`src/rtl/mem_arb_pkg.sv`:
```
// Shared types and constants for the round-robin memory arbiter.
package mem_arb_pkg;

  typedef enum logic [1:0] {
    IDLE  = 2'd0,
    ISSUE = 2'd1,
    RESP  = 2'd2
  } arb_state_e;

  // Encoding of the core-bus rw bit.
  localparam logic RW_READ  = 1'b1;
  localparam logic RW_WRITE = 1'b0;

  // Width of a requester index; at least one bit so vectors stay legal.
  function automatic int idx_width(input int n);
    return (n > 1) ? $clog2(n) : 1;
  endfunction

endpackage

```
`src/rtl/mem_arb_rr_pick.sv`:
```
// Combinational round-robin selector: the first set request at or above
// ptr, searching upward and wrapping back to requester 0.
module mem_arb_rr_pick
  import mem_arb_pkg::*;
#(
  parameter int NREQ = 2
) (
  input  logic [NREQ-1:0]                req,
  input  logic [idx_width(NREQ)-1:0]     ptr,
  output logic                           any,
  output logic [idx_width(NREQ)-1:0]     idx
);

  localparam int PW = idx_width(NREQ);

  logic [PW-1:0] w_j;

  // Walk the requesters in priority order and keep the first hit.
  always_comb begin
    // NOTE: every output of a combinational block gets a default first, so
    // no path leaves it unassigned and no latch is inferred.
    any = 1'b0;
    idx = '0;
    w_j = '0;
    for (int k = 0; k < NREQ; k++) begin
      w_j = PW'((int'(ptr) + k) % NREQ);
      if (!any && req[w_j]) begin
        any = 1'b1;
        idx = w_j;
      end
    end
  end

endmodule

```
`src/rtl/mem_arbiter.sv`:
```
// Round-robin arbiter sharing one memory port between NREQ core-bus
// masters. One access at a time: latch the winner, drive the memory port
// until ready or timeout, pulse the winner's done, then rotate priority.
module mem_arbiter
  import mem_arb_pkg::*;
#(
  parameter int NREQ    = 2,
  parameter int AW      = 64,
  parameter int DW      = 64,
  parameter int TIMEOUT = 255
) (
  input  logic              clock,
  input  logic              reset,
  input  logic [NREQ-1:0]   req_valid,
  input  logic [NREQ-1:0]   req_rw,
  input  logic [NREQ*AW-1:0] req_addr,
  input  logic [NREQ*DW-1:0] req_wdata,
  output logic [NREQ-1:0]   req_done,
  output logic              req_err,
  output logic [DW-1:0]     rdata,
  output logic              mem_valid,
  output logic              mem_rw,
  output logic [AW-1:0]     mem_addr,
  output logic [DW-1:0]     mem_wdata,
  input  logic              mem_ready,
  input  logic [DW-1:0]     mem_rdata,
  output logic              busy
);

  localparam int PW = idx_width(NREQ);
  localparam int TW = $clog2(TIMEOUT + 1);
  // The wait counter stops here; it never needs to wrap.
  localparam logic [TW-1:0] TCNT_LAST = TW'(TIMEOUT - 1);

  arb_state_e    r_state;
  arb_state_e    w_next_state;
  logic [PW-1:0] r_ptr;
  logic [PW-1:0] r_grant;
  logic          r_rw;
  logic [AW-1:0] r_addr;
  logic [DW-1:0] r_wdata;
  logic [TW-1:0] r_tcnt;
  logic          r_err;
  logic [DW-1:0] r_rdata;

  logic          w_any;
  logic [PW-1:0] w_idx;
  logic [PW-1:0] w_ptr_next;
  logic          w_terminal;

  mem_arb_rr_pick #(
    .NREQ (NREQ)
  ) u_pick (
    .req  (req_valid),
    .ptr  (r_ptr),
    .any  (w_any),
    .idx  (w_idx)
  );

  assign w_ptr_next = (r_grant == PW'(NREQ - 1)) ? '0 : r_grant + PW'(1);
  assign w_terminal = (r_tcnt == TCNT_LAST);

  // State register.
  always_ff @(posedge clock or negedge reset) begin
    // NOTE: sequential state is updated with non-blocking assignments so all
    // registers see pre-edge values, whatever order the statements are in.
    if (!reset) r_state <= IDLE;
    else        r_state <= w_next_state;
  end

  // Next-state decode; a ready on the terminal count still completes cleanly.
  always_comb begin
    w_next_state = r_state;
    case (r_state)
      IDLE:    if (w_any) w_next_state = ISSUE;
      ISSUE:   if (mem_ready || w_terminal) w_next_state = RESP;
      RESP:    w_next_state = IDLE;
      default: w_next_state = IDLE;
    endcase
  end

  // Latch the winner, count wait cycles, capture the response, rotate ptr.
  always_ff @(posedge clock or negedge reset) begin
    if (!reset) begin
      r_ptr   <= '0;
      r_grant <= '0;
      r_rw    <= RW_WRITE;
      r_addr  <= '0;
      r_wdata <= '0;
      r_tcnt  <= '0;
      r_err   <= 1'b0;
      r_rdata <= '0;
    end else begin
      case (r_state)
        IDLE: begin
          if (w_any) begin
            r_grant <= w_idx;
            r_rw    <= req_rw[w_idx];
            r_addr  <= req_addr[w_idx*AW +: AW];
            r_wdata <= req_wdata[w_idx*DW +: DW];
            r_tcnt  <= '0;
          end
        end
        ISSUE: begin
          if (mem_ready) begin
            r_rdata <= (r_rw == RW_READ) ? mem_rdata : '0;
            r_err   <= 1'b0;
          end else if (w_terminal) begin
            r_rdata <= '0;
            r_err   <= 1'b1;
          end else begin
            r_tcnt  <= r_tcnt + TW'(1);
          end
        end
        RESP: r_ptr <= w_ptr_next;
        default: ;
      endcase
    end
  end

  // Outputs decoded from registered state only.
  always_comb begin
    req_done = '0;
    if (r_state == RESP) req_done[r_grant] = 1'b1;
    req_err   = (r_state == RESP) && r_err;
    mem_valid = (r_state == ISSUE);
    busy      = (r_state != IDLE);
  end

  assign mem_rw    = r_rw;
  assign mem_addr  = r_addr;
  assign mem_wdata = r_wdata;
  assign rdata     = r_rdata;

endmodule

```
`config.mk`:
```
export PLATFORM = sky130hd
export DESIGN_NAME = mem_arbiter
export DESIGN_NICKNAME = d
export VERILOG_FILES = /design/src/rtl/mem_arb_pkg.sv /design/src/rtl/mem_arb_rr_pick.sv /design/src/rtl/mem_arbiter.sv
export SDC_FILE = /design/constraint.sdc
export NUM_CORES = 1
export LEC_CHECK = 0
export BUFFER_PORTS_ARGS = -buffer_cell sky130_fd_sc_hd__buf_2
export CAP_MARGIN = 25
export CORE_AREA = 2 2 207 209
export CTS_BUF_LIST = sky130_fd_sc_hd__clkbuf_2
export DETAILED_ROUTE_END_ITERATION = 8
export DIE_AREA = 0 0 209 211
export PLACE_DENSITY = 0.58
export SLEW_MARGIN = 20
export SYNTH_ARGS = -nofsm -noshare
export SYNTH_HDL_FRONTEND = slang
export SYNTH_SLANG_ARGS = --single-unit
```
`constraint.sdc`:
```
create_clock -name clock -period 2.55 [get_ports clock]
set_input_delay 0.255 -clock clock [delete_from_list [all_inputs] [get_ports clock]]
set_output_delay 0.255 -clock clock [all_outputs]
set_load 0.01 [all_outputs]
```
==> metrics, run 1 <==
Post-Synth Adder-Cell Area=0.00269; basic-gate share of the synthesized area counting and, or, nand and nor cells=0.137; share of the synthesized area in compound gates (AO/OA/AOI/OAI)=0.118; status=aborted with a tool error; Post-Syn Area=0.00929 sq mm; clk sink count=206; first reported error=[ERROR RSZ-0060] Max buffer count reached.; # rows=75; synth top area cells=dfrtp_1 55%, mux2i_1 14%, nand2_1 8.0%; effective utilization at floorplan=0.223; Fail Step=clock tree synthesis; YS warnings=0; quantity of hold-fixing buffers added after cts=between 400 and 500; distinct cell type count after synthesis=30; dpl cells=1935; CTS Buf Count=57; sequential cell area fraction in the yosys report=0.555; Synth top area share=0.555; number of nets produced by synthesis=approximately 1200; IO Port Bufs=524; placed wire-length estimate=22800 um; Chip Width=209 um; number of standard cells after synthesis=between 900 and 1000; flop and latch count out of synthesis=206; Synth area leader=dfrtp_1; largest buffer count on any clock path=3; number of setup buffers added after CTS=0; fraction of registers with async set or reset after synthesis=1.00; combinational family with the most area after synthesis=multiplexers; Avg Cell Area, Syn=10.1 sq um; most common flop cell mapped by yosys=dfrtp_1; EDFF count, synth=0; I/O pin cnt=525; number of cells upsized or downsized after cts=1; parity-gate share of the synthesized area counting xor and xnor cells=0; Die Ht=211 um; Final Wtd Congestion=approximately 0.8; Clock H-tree levels=2; mux contribution to synthesized area=0.141; cell at the root of the clock tree=clkbuf_2
[per-stage QoR]
step | setup slack (ps) | instance area (sq um) | hold WS, ps
floorplan | 742 | 9290 | -40.6
global placement | 714 | 12600 | 322
detailed placement | 683 | 12600 | 325
[cell families after synthesis]
| family | Yosys count |
|---|---|
| compound gates | 212 |
| fa+ha+maj | 2 |
| buf+inv | 83 |
| flops | 206 |
| mux | 131 |
| simple gates | 284 |
[synthesized netlist by cell type (all sizes together) (2+ instances only)]
master / count
nand2b: 2
o21ai: 196
clkbuf: 40
ha: 2
a31oi: 2
and2: 2
a21oi: 7
nand3: 2
inv: 3
o21a: 2
buf: 40
dfrtp: 206
or2: 3
nand2: 197
nor2b: 3
nor2: 6
mux2i: 130
a2bb2oi: 2
and3: 4
nand4: 64
==> run 2: changes to the inputs <==
- CORE_AREA: 2 2 207 209 -> default
- CORE_MARGIN: default -> 2
- CORE_UTILIZATION: default -> 21
- CTS_BUF_LIST: sky130_fd_sc_hd__clkbuf_2 -> default
- DIE_AREA: 0 0 209 211 -> default
- PLACE_DENSITY: 0.58 -> default
- PLACE_DENSITY_LB_ADDON: default -> 0.15
==> run 2 against run 1 <==
  * The flow now finishes without violations
  * Area after synthesis stayed put
  * Synthesized cell count stayed put
==> metrics, run 2 <==
Post-Syn Area=0.00929 sq mm (unchanged); Worst slew margin=0.487; slew at the pin closest to its max-slew limit=769 ps; setup repair after global routing missed its margin=false; Reg2Reg Capture Point=mem_wdata[13]; clk sink count=206 (unchanged); top cells by instance count after synthesis=206 x dfrtp_1, 197 x nand2_1, 130 x mux2i_1; effective utilization at floorplan=0.211 (-0.0110); final number of max-transition violations=0; number of design rule violations left after detail routing=0; # rows=77 (+2.7%); number of cell instances on the worst register-to-register path=6; share of the synthesized area in compound gates (AO/OA/AOI/OAI)=0.118 (unchanged); core area=roughly 0.044 sq mm; sequential cell area fraction in the yosys report=0.555 (unchanged); met3 Resource Use GR=0.0352; number of antenna violations at the first check in global routing=0; most common flop cell mapped by yosys=dfrtp_1; total wire length=34300 um; total design power=~16 mW; Critical Path Start=r_ptr; Antenna diodes=0; placed wire-length estimate=24200 um (+6.0%); peak ir drop on the vdd network=0.408 mV; Pre-Repair DR Iteration Count=5; final number of hold-violating endpoints=0; Static Leakage=8.42 nW; time the final worst path needs with I/O delays and setup=2200 ps; synth top area cells=dfrtp_1 55%, mux2i_1 14%, nand2_1 8.0%; quantity of hold-fixing buffers added after cts=250 (-39%); WS Path Type=reg2reg; vias in the first global route=9864; area growth from synthesis to layout=72.2%; Fill cells=about 4500; grt peak-use layer=met2; fraction of registers with async set or reset after synthesis=1.00 (unchanged); hold path cells=3; count of nets after finishing=2002; required time of the worst setup path=2950 ps; number of setup buffers added after CTS=0 (unchanged); Non-Filler Instances=2279; flop and latch count out of synthesis=206 (unchanged); cell at the root of the clock tree=clkbuf_16; type of the tightest min-delay check=in2reg; mux contribution to synthesized area=0.141 (unchanged); delay of the slowest cell on the worst path=580 ps; Avg WL per Cell=~15 um; slowest cell on the critical path=dlygate4sd3_1; dpl cells=1987 (+2.7%); GR met1 Demand/Resource=0.179; overflow left after global routing=0; Final Wtd Congestion=0.767 (-1.9%); combinational family with the most area after synthesis=multiplexers; number of standard cells after synthesis=918 (unchanged); die outline area=0.0459 sq mm; status=completed; Critical Path AT=2600 ps; global-route track usage on met2=0.253; startpoint type of the worst setup path=flip-flop; number of cells upsized or downsized after cts=0 (-1); cell area power density=1010 mW/mm^2; YS warnings=0 (unchanged); fraction of the core area covered by cells at the end of the flow=0.364; CTS Buf Count=26 (-54%); number of failing setup endpoints in the final timing report=0; startpoint of the lowest-slack register-to-register path=r_ptr; clock tree from TritonCTS=built; IO Port Bufs=524 (unchanged); Avg Vias per Cell=about 4.1; I/O pin cnt=525 (unchanged); fraction of layout cells with a size suffix above 1=0.359; crit-path cells=o21ai_4 -> buf_12 -> buf_12 -> mux2i_1 -> dlygate4sd3_1 -> o21ai_1; pin count of the biggest net entering global routing=112; total global-route track usage=0.146; Critical Path Fanout Max=40; # Max-Cap Violations=0; Synth area leader=dfrtp_1; most used cells in the layout excluding fill and tap cells=523 x buf_2, 250 x dlygate4sd3_1, 205 x dfrtp_1, 197 x nand2_1, 130 x mux2i_1; basic-gate share of the synthesized area counting and, or, nand and nor cells=0.137 (unchanged); Synth top area share=0.555 (unchanged); via count=between 9000 and 10000; EDFF count, synth=0 (unchanged); Reg2Reg Setup Slack=350 ps; fraction of the cycle the final worst path needs=0.863; Avg Cell Area, Syn=10.1 sq um (unchanged); Post-Synth Adder-Cell Area=0.00269 (unchanged); Detailed Route Iter0 Violations=about 380; parity-gate share of the synthesized area counting xor and xnor cells=0 (unchanged); CP Capture Point=mem_wdata[13]; post-route clock skew=18.4 ps; library cell appearing most often on the critical path=buf_12; leading cell type in the layout, fill and taps excluded=buf_2; first-pass GRT wire length=53900 um; Setup Total Neg Slack=0 ps; Die Ht=214 um (+1.6%); number of nets produced by synthesis=1247 (unchanged); Clock H-tree levels=1 (-1); distinct cell type count after synthesis=30 (unchanged); Antenna Nets Post-Route=0; largest buffer count on any clock path=3 (unchanged); clock network latency to the later pin of the worst-skew pair=approximately 530 ps; Chip Width=214 um (+2.6%); most common cell in the netlist=dfrtp_1; Worst setup EP type=flip-flop; CTS clock-pin slew for the worst setup and hold paths=60 ps; Fmax=between 400 and 500 MHz
==> run 2: cell counts after synthesis <==
Identical to the previous run, type by type.
==> run 2: through the flow <==
| stage | setup slack (ps) | hold WS, ps | cell area (sq um) |
|---|---|---|---|
| 2_1_floorplan | 742 | -40.6 | 9290 |
| 5_1_grt | 155 | 9.32 | 16000 |
| 3_5_place_dp | 642 | 238 | 12700 |
| 4_1_cts | 284 | 0.234 | 16000 |
| 3_3_place_gp | 654 | 238 | 12700 |
| 6_report | 350 | 27.2 | 16000 |
==> run 2: layer usage <==
metal  wire, um  share of wire  vias up
met1      14400           0.42     4365
li1           -              -     4711
met4       1030          0.030        0
met5          0              0        -
met2      16800           0.49      304
met3       2000          0.058       58
==> run 2: worst max-delay path, delay by kind of cell, from the launching register on <==
kind	cells	cell delay (ps)
compound gates	2	270
buf+inv	3	1090
flops	1	430
mux	1	230
==> run 2: kinds of logic after synthesis <==
| logic type | Yosys count |
|---|---|
| compound gates | 212 |
| fa+ha+maj | 2 |
| buf+inv | 83 |
| flops | 206 |
| mux | 131 |
| simple gates | 284 |
==> run 2: worst min path at each step <==
stage	endpoint	startpoint	slack (ps)
floorplan	mem_addr[0]	reset	-40
global placement	mem_addr[19]	reset	240
detailed placement	mem_addr[19]	reset	240
CTS	mem_wdata[52]	req_wdata[116]	0.2
global route	mem_wdata[49]	req_wdata[113]	9
finish	mem_wdata[0]	req_wdata[0]	30
==> run 2: power by group <==
part           internal (mW)  leakage [nW]  switching, mW
combinational           2.89          5.41           4.00
sequential              4.84          2.60          0.822
clock                   2.19         0.411           1.39
total                   9.93          8.42           6.21
==> run 2: final cells by class <==
cell class | instances | area [sq um] | area share
Timing Repair Buffer | 807 | 5530 | 0.346
Sequential cell | 206 | 5160 | 0.322
Multi-Input combinational cell | 629 | 3730 | 0.233
Tap cell | 592 | 741 | 0.0463
Clock buffer | 34 | 732 | 0.0458
Clock inverter | 8 | 90.1 | 0.00563
Inverter | 3 | 11.3 | 0.000704
(Power assumes the default switching activity.)
==> run 3: changes to the inputs <==
- CORE_AREA: default -> 2 2 202 204
- CORE_MARGIN: 2 -> default
- CORE_UTILIZATION: 21 -> default
- DIE_AREA: default -> 0 0 204 206
==> run 3 against run 2 <==
  * Wire length fell by 0.39%
  * Cell area decreased by 5.4%
  * Clock power grew 4%
  * Sequential share of layout area increased by 1.8 points
  * First-iteration DRC count shrank 6.9%
  * Critical path depth stayed put
  * Hold slack got worse by 1.0 ps
  * Via count shrank 2.4%
  * Register-to-register slack better by 50 ps
  * Cell count shrank 6.0%
  * Setup slack gained 47 ps
  * Critical path type unchanged
  * Critical endpoint is now mem_wdata[16]
  * Largest power group unchanged
  * Highest routed layer unchanged
==> metrics, run 3 (synthesis results as in run 2) <==
Antenna Nets Post-Route=0 (unchanged); first-pass GRT wire length=50800 um (-5.7%); number of design rule violations left after detail routing=0 (unchanged); required time of the worst setup path=2950 ps (about the same); Pre-Repair DR Iteration Count=5 (unchanged); Chip Width=204 um (-4.8%); internal power contribution=9.82 mW (-1.1%); Die Ht=206 um (-3.9%); fraction of layout cells with a size suffix above 1=0.372 (+0.0138); overflow left after global routing=0 (unchanged); quantity of hold-fixing buffers added after cts=177 (-29%); final number of hold-violating endpoints=0 (unchanged); number of failing setup endpoints in the final timing report=0 (unchanged); clk sink count=206 (unchanged); met1 routed wirelength after detailed routing=14600 um (+1.3%); via count=9209 (-2.4%); Worst setup EP type=flip-flop; part of the total power dissipated in the clock network=0.233 (+0.011); core area=0.0402 sq mm (-8.5%); CTS clock-pin slew for the worst setup and hold paths=60 ps (about the same); number of cells upsized or downsized after cts=0 (unchanged); pin count of the biggest net entering global routing=89 (-21%); # Max-Cap Violations=0 (unchanged); Antenna diodes=0 (unchanged); vias in the first global route=9011 (-8.6%); total design power=16.1 mW (-0.49%); status=completed; # rows=74 (-3.9%); placed wire-length estimate=24300 um (+0.53%); fraction of the cycle the final worst path needs=0.844 (-0.0183); type of the tightest min-delay check=in2reg; met3 wire length=2230 um (+12%); Final Wtd Congestion=0.743 (-3.1%); switching share of power=0.389 (+0.00373); startpoint type of the worst setup path=flip-flop; power share of the sequential group=0.355 (+0.004); CTS Buf Count=26 (unchanged); WS Path Type=reg2reg; number of antenna violations at the first check in global routing=0 (unchanged); net switching power=6.24 mW (+0.47%); Fmax=464 MHz (+2.2%); area used by multi-input combinational logic=0.00373 sq mm (unchanged); die outline area=0.0420 sq mm (-8.5%); leading cell type in the layout, fill and taps excluded=buf_2; I/O pin cnt=525 (unchanged); effective utilization at floorplan=0.231 (+0.0197); final number of max-transition violations=0 (unchanged); area growth from synthesis to layout=62.9%; slew at the pin closest to its max-slew limit=780 ps (+10.1 ps); total global-route track usage=0.153 (+0.00714); Critical Path Fanout Max=52 (+30%); count of nets after finishing=1921 (-4.0%); top sig layer=met4; Critical Path AT=2550 ps (-50 ps); Worst slew margin=0.480 (-0.00676); clock network latency to the later pin of the worst-skew pair=530 ps (about the same); largest buffer count on any clock path=3 (unchanged); Clock H-tree levels=1 (unchanged); setup repair after global routing missed its margin=false; area taken by flip-flops and latches=0.00516 sq mm (unchanged); combinational share of power=0.412 (-0.015); total wire length=34100 um (-0.39%); time the final worst path needs with I/O delays and setup=2150 ps (-46.6 ps); Fill cells=4172 (-7.8%); cell at the root of the clock tree=clkbuf_16; most used cells in the layout excluding fill and tap cells=523 x buf_2, 205 x dfrtp_1, 197 x nand2_1, 177 x dlygate4sd3_1, 130 x mux2i_1; Setup Total Neg Slack=0 ps (unchanged); IO Port Bufs=524 (unchanged); Detailed Route Iter0 Violations=350 (-6.9%); number of setup buffers added after CTS=0 (unchanged); cell area power density=1060 mW/mm^2 (+5.2%); Avg Vias per Cell=4.30 (+3.8%); Static Leakage=8.08 nW (-4.0%); peak ir drop on the vdd network=0.428 mV (+5.1%); Routed met2 length=16500 um (-1.5%); Avg WL per Cell=15.9 um (+5.9%); clock tree from TritonCTS=built; post-route clock skew=18.5 ps (+0.175 ps)
[run 3: worst max-delay path, cell delays in order (launching register included)]
cell	delay, ps
dfrtp_1	410
o21ai_4	180
buf_12	190
buf_12	320
mux2i_1	240
dlygate4sd3_1	580
o21ai_1	60
[run 3: per-stage QoR]
step / setup slack [ps] / hold slack, ps / instance area, sq um / cells / utilization
floorplan: 742 / -40.6 / 9290 / 918 / -
global placement: 623 / 167 / 12500 / 1919 / 0.311
detailed placement: 641 / 162 / 12500 / 1919 / 0.311
CTS: 383 / 0.0331 / 15100 / 2143 / 0.377
global route: 276 / 13.3 / 15100 / 2143 / 0.377
finish: 397 / 26.2 / 15100 / 2143 / 0.377
[run 3: power groups by stage]
stage / Clock [mW] / Combinational [mW] / Sequential [mW]
5_1_grt: 4.03 / 7.33 / 5.91
3_3_place_gp: 0 / 6.41 / 5.73
3_5_place_dp: 0 / 6.45 / 5.74
4_1_cts: 3.89 / 6.74 / 5.72
6_report: 3.74 / 6.62 / 5.70
2_1_floorplan: 0 / 2.86 / 6.36
[run 3: layout make-up]
type / instances / share of cell area
inverter: 3 / 0.000744
clock inverter: 8 / 0.00620
sequential: 206 / 0.341
clock buffer: 39 / 0.0516
timing repair buffer: 726 / 0.310
tap: 532 / 0.0440
multi-input combinational: 629 / 0.247
[run 3: worst paths after layout]
check                                   from       endpoint  slack (ps)  depth (start not counted)
worst min register to register  mem_addr[15]   mem_addr[15]         480                          2
max in group asynchronous              reset   mem_addr[42]        1610                          3
min in group asynchronous              reset  mem_wdata[24]         200                          2
worst max register to register         r_ptr  mem_wdata[16]         400                          6
worst max-delay path                   r_ptr  mem_wdata[16]         400                          6
worst min-delay path            req_addr[69]    mem_addr[5]          30                          3
[run 3: layer usage]
metal	up-vias	GRT usage
li1	4551	-
met1	4276	0.197
met2	343	0.258
met5	-	0
met4	0	0.0437
met3	39	0.0331
